File: config.mk
export PLATFORM = sky130hd
export DESIGN_NAME = div_unit
export DESIGN_NICKNAME = d
export VERILOG_FILES = /design/src/rtl/div_unit.sv
export SDC_FILE = /design/constraint.sdc
export NUM_CORES = 1
export LEC_CHECK = 0
export BUFFER_PORTS_ARGS = -buffer_cell sky130_fd_sc_hd__buf_2
export CORE_MARGIN = 4
export CORE_UTILIZATION = 59
export DETAILED_ROUTE_END_ITERATION = 10
export PLACE_DENSITY_LB_ADDON = 0.2
export SLEW_MARGIN = 20
export SYNTH_ARGS = -nofsm -noshare
export SYNTH_HDL_FRONTEND = slang
export SYNTH_SLANG_ARGS = --single-unit
File: constraint.sdc
create_clock -name clk -period 4.19 [get_ports clk]
set_input_delay 0 -clock clk [delete_from_list [all_inputs] [get_ports clk]]
set_output_delay 0 -clock clk [all_outputs]
set_load 0.05 [all_outputs]
File: src/rtl/div_unit.sv
// div_unit: multi-cycle restoring shift-subtract divider for DIV/DIVU.
// Quotient is returned on Lo and remainder on Hi. A division takes 34 edges
// from the accepting edge to the done pulse. A zero divisor completes
// immediately with div_zero set.
module div_unit #(
   parameter int WIDTH = 32
) (
   input  logic             clk,
   input  logic             reset,
   input  logic             start,
   input  logic             div_unsigned,
   input  logic [WIDTH-1:0] A_in,
   input  logic [WIDTH-1:0] B_in,
   output logic             busy,
   output logic             done,
   output logic             div_zero,
   output logic [WIDTH-1:0] Hi,
   output logic [WIDTH-1:0] Lo
);

   localparam int CW = $clog2(WIDTH) + 1;

   typedef enum logic [1:0] {
      S_IDLE,
      S_RUN,
      S_FIX
   } state_t;

   state_t           state, state_nx;
   logic [CW-1:0]    count;
   logic [WIDTH-1:0] rem;
   logic [WIDTH-1:0] quo;
   logic [WIDTH-1:0] dvs;
   logic             sign_q, sign_r;

   logic             a_neg, b_neg, b_zero, accept;
   logic [WIDTH-1:0] a_mag, b_mag;
   logic [WIDTH:0]   rem_sh;
   logic             ge;
   logic [WIDTH-1:0] diff, rem_nx, quo_nx;

   // Operand magnitudes and one restoring step.
   // The shifted remainder is one bit wider so the compare never overflows.
   always_comb begin
      a_neg  = ~div_unsigned & A_in[WIDTH-1];
      b_neg  = ~div_unsigned & B_in[WIDTH-1];
      a_mag  = a_neg ? -A_in : A_in;
      b_mag  = b_neg ? -B_in : B_in;
      b_zero = (B_in == '0);
      accept = (state == S_IDLE) && start;
      rem_sh = {rem, quo[WIDTH-1]};
      ge     = (rem_sh >= {1'b0, dvs});
      diff   = rem_sh[WIDTH-1:0] - dvs;
      rem_nx = ge ? diff : rem_sh[WIDTH-1:0];
      quo_nx = {quo[WIDTH-2:0], ge};
   end

   // Next-state logic for the IDLE -> RUN -> FIX sequence.
   always_comb begin
      state_nx = state;
      case (state)
         S_IDLE:  if (start && !b_zero) state_nx = S_RUN;
         S_RUN:   if (count == CW'(WIDTH - 1)) state_nx = S_FIX;
         S_FIX:   state_nx = S_IDLE;
         default: state_nx = S_IDLE;
      endcase
   end

   // State register.
   always_ff @(posedge clk or negedge reset) begin
      if (!reset) state <= S_IDLE;
      else        state <= state_nx;
   end

   // Datapath, status flags and result registers.
   always_ff @(posedge clk or negedge reset) begin
      if (!reset) begin
         count    <= '0;
         rem      <= '0;
         quo      <= '0;
         dvs      <= '0;
         sign_q   <= 1'b0;
         sign_r   <= 1'b0;
         busy     <= 1'b0;
         done     <= 1'b0;
         div_zero <= 1'b0;
         Hi       <= '0;
         Lo       <= '0;
      end else begin
         done <= 1'b0;
         case (state)
            S_IDLE: begin
               if (accept) begin
                  count    <= '0;
                  rem      <= '0;
                  quo      <= a_mag;
                  dvs      <= b_mag;
                  sign_q   <= a_neg ^ b_neg;
                  sign_r   <= a_neg;
                  busy     <= ~b_zero;
                  done     <= b_zero;
                  div_zero <= b_zero;
               end
            end
            S_RUN: begin
               rem   <= rem_nx;
               quo   <= quo_nx;
               count <= count + 1'b1;
            end
            S_FIX: begin
               Lo   <= sign_q ? -quo : quo;
               Hi   <= sign_r ? -rem : rem;
               done <= 1'b1;
               busy <= 1'b0;
            end
            default: ;
         endcase
      end
   end

endmodule

==> reports/results.ini <==
[status]
status=finished, final reports clean

[power]
power_mw=11.2
max-vdd-ir-drop_uv=439
combPwrFrac_pct=56.6
power_density_mw_per_mm2=867
internal_power_mw=5.69
power.leakage_nw=5.78
seq_power_share_pct=29.9
power.switching_mw=5.55
power_frac_clock_pct=13.5
power_switching_share_pct=49.4

[setup_path]
cp-start-kind=register
required_ns=4.45
r2r_cells=11
cp_max_fo=18
worstReg2RegStart=rem[0]$_DFFE_PN0P_
reg2reg_to=rem[20]$_DFFE_PN0P_
critPathKind=reg -> reg
ff2ff_setup_slack_ns=0.56
cp.arrival_ns=3.89
critPathCaptureType=register

[layout]
area_growth_pct=18.9
mostFrequentLayoutCells=o21ai_0, dfrtp_1, nand2_1
mostFrequentLayoutCell=o21ai_0
drive_gt1_share_pct=13.6
num-nets-final=1531
antennaDiodeCount=0

[synth]
yosys_register_bits=173
synth_edf_count=0
syn_inst=1258
async_flop_share_pct=100
ys_warn_count=0
yosys.area.top_type=dfrtp_1
yosysUniqueCellTypes=55
syn-num-nets=1364
yosysSeqAreaShare_pct=39.7
synth.avg_cell_area_um2=8.67
syn_area_mm2=0.0109
synth_flop_cell=dfrtp_1
synth_top_area_share_pct=39.7
yosys-top-cells-area=dfrtp_1, o21ai_0, xor2_1

[min_path]
hold_start=A_in[1]
hold_path.class=in -> reg
hold_end=quo[3]$_DFFE_PN0P_
hold_depth=4

[placed_design]
port-buffer-count=134
place_congestion=0.893
dp.final_hpwl_um=19300

[cts]
cts_buffer_depth=2
cts_setup_buffers=0
cts.sinks=173
cts_htree_levels=4
ctsHoldBuffers=66
clkTransAtPathRegs_ns=0.07
clk_latency_ns=0.43
cts_resized=0
cts_buffers=17
cts_tree=done
clock-root-buffer=clkbuf_16

[routing]
via_count=9856
viasPerCell=5.91
dr.pass1.iters=7
post_drt_wl_per_cell_um=16.8
routed_wl_um=28000
drc_errors=0
ant_nets=0
first_iter_violations=852

[sta]
hold_viol=0
fmax_mhz=275
final.setup.tns_ns=0
tightest_slew_ns=1.10
finClkSkew_ns=0.00922
maxSlewViolCount=0
slew_headroom_pct=26.8
post-route-period-util_pct=86.7
min_period_ns=3.63
rsz0062_at_grt=false
setup_viol=0

[global_routing]
grt_first_pass_wirelength_um=45800
grt_pass1_vias=9236
grt-ovfl-total=0
grt_max_degree=108
antenna_found_initial=0
track_usage_pct=27.4

[floorplanning]
dieArea_mm2=0.0207
fp.dieW_um=144
rows=49
die_h_um=144
ios=135
initial_core_util_pct=60.3
core_mm2=0.0181

[flow_run]
maxCapViolations=0

==> layout make-up <==
| cell class | count | area [um2] |
|---|---|---|
| Timing Repair Buffer | 211 | 1430 |
| Inverter | 55 | 206 |
| Clock buffer | 17 | 425 |
| Sequential cell | 173 | 4330 |
| Tap cell | 229 | 287 |
| Fill cell | 1373 | 5120 |
| Multi-Input combinational cell | 967 | 6150 |
| Clock inverter | 15 | 135 |
==> per-stage QoR <==
stage	instance area (um2)	setup slack [ns]	instances	hold slack (ns)	utilization, %
after floorplan	10900	1.07	1258	-0.296	-
after global placement	11700	0.774	1569	0.192	64.9
after detailed placement	11700	0.599	1569	0.202	64.9
after global routing	13000	0.339	1667	0.0521	71.7
after CTS	13000	0.604	1667	0.0195	71.7
final	13000	0.559	1667	0.0331	71.7
==> critical path, stage by stage (launching register included) <==
cell and delay, ns:
dfrtp_1 0.44, ha_1 0.34, nor2b_1 0.16, o21ai_0 0.12, o21a_1 0.24, o211a_1 0.26
o31ai_1 0.58, a311o_1 0.33, o21a_1 0.44, buf_12 0.24, mux2i_1 0.21, o21ai_0 0.10
==> how the worst max path moves through the flow <==
stage / from / slack (ns) / to / depth (start not counted)
3_3_place_gp: rem[0]$_DFFE_PN0P_ / 0.77 / rem[10]$_DFFE_PN0P_ / 11
4_1_cts: rem[0]$_DFFE_PN0P_ / 0.60 / rem[24]$_DFFE_PN0P_ / 11
2_1_floorplan: rem[0]$_DFFE_PN0P_ / 1.07 / rem[24]$_DFFE_PN0P_ / 12
3_5_place_dp: rem[0]$_DFFE_PN0P_ / 0.60 / rem[24]$_DFFE_PN0P_ / 11
5_1_grt: rem[0]$_DFFE_PN0P_ / 0.34 / rem[21]$_DFFE_PN0P_ / 11
6_report: rem[0]$_DFFE_PN0P_ / 0.56 / rem[20]$_DFFE_PN0P_ / 11
==> routing by layer <==
metal | vias up | GRT usage (%) | routed length [um]
li1 | 4810 | - | -
met1 | 4624 | 41.1 | 13200
met2 | 382 | 42.0 | 12400
met3 | 40 | 4.17 | 2080
met4 | 0 | 6.59 | 387
met5 | - | 0 | 0
==> flip-flops by register name, summed over array words and instances, names as in the netlist, 2 cells and up <==
| register | cells |
|---|---|
| Lo | 32 |
| count | 6 |
| quo | 32 |
| dvs | 32 |
| Hi | 32 |
| rem | 32 |
| state | 2 |
==> power by group through the flow <==
stage	clock network (mW)	registers (mW)	logic, mW
final	1.52	3.36	6.36
after global routing	1.61	3.47	6.96
after CTS	1.54	3.34	6.32
after detailed placement	0	3.37	6.22
after global placement	0	3.33	6.07
after floorplan	0	4.22	3.77
==> cells in the mapped netlist (3+ instances only) <==
| master | number |
|---|---|
| o221ai_1 | 3 |
| o21ai_1 | 3 |
| nor4_1 | 11 |
| a21o_1 | 15 |
| clkbuf_1 | 55 |
| o211ai_1 | 10 |
| xnor2_1 | 56 |
| o31ai_1 | 26 |
| a31oi_1 | 10 |
| a22oi_1 | 32 |
| nand2_1 | 154 |
| nor2_1 | 46 |
| buf_1 | 6 |
| xor2_1 | 93 |
| and3_1 | 10 |
| or2_2 | 4 |
| o21a_1 | 4 |
| ha_1 | 37 |
| dfrtp_1 | 173 |
| or3_1 | 12 |
| nor3_1 | 20 |
| or3_4 | 3 |
| o41ai_1 | 14 |
| a21oi_1 | 54 |
| o21ai_0 | 208 |
| mux2i_1 | 27 |
| nand3_1 | 45 |
| inv_1 | 55 |
| or4_1 | 13 |
| o21bai_1 | 4 |
| nand2b_1 | 8 |
| nor2b_1 | 12 |
| nand3b_1 | 8 |
==> kinds of logic after synthesis <==
logic type | after synthesis | synth area share (%)
AO/OA/AOI/OAI | 397 | 21.6
buffers and inverters | 118 | 4.08
XOR/XNOR | 149 | 12.0
AND/OR/NAND/NOR | 355 | 15.6
adder cells (fa/ha/maj) | 38 | 4.43
flip-flops | 173 | 39.7
multiplexers | 28 | 2.58
Power figures use the tool's default switching activity.
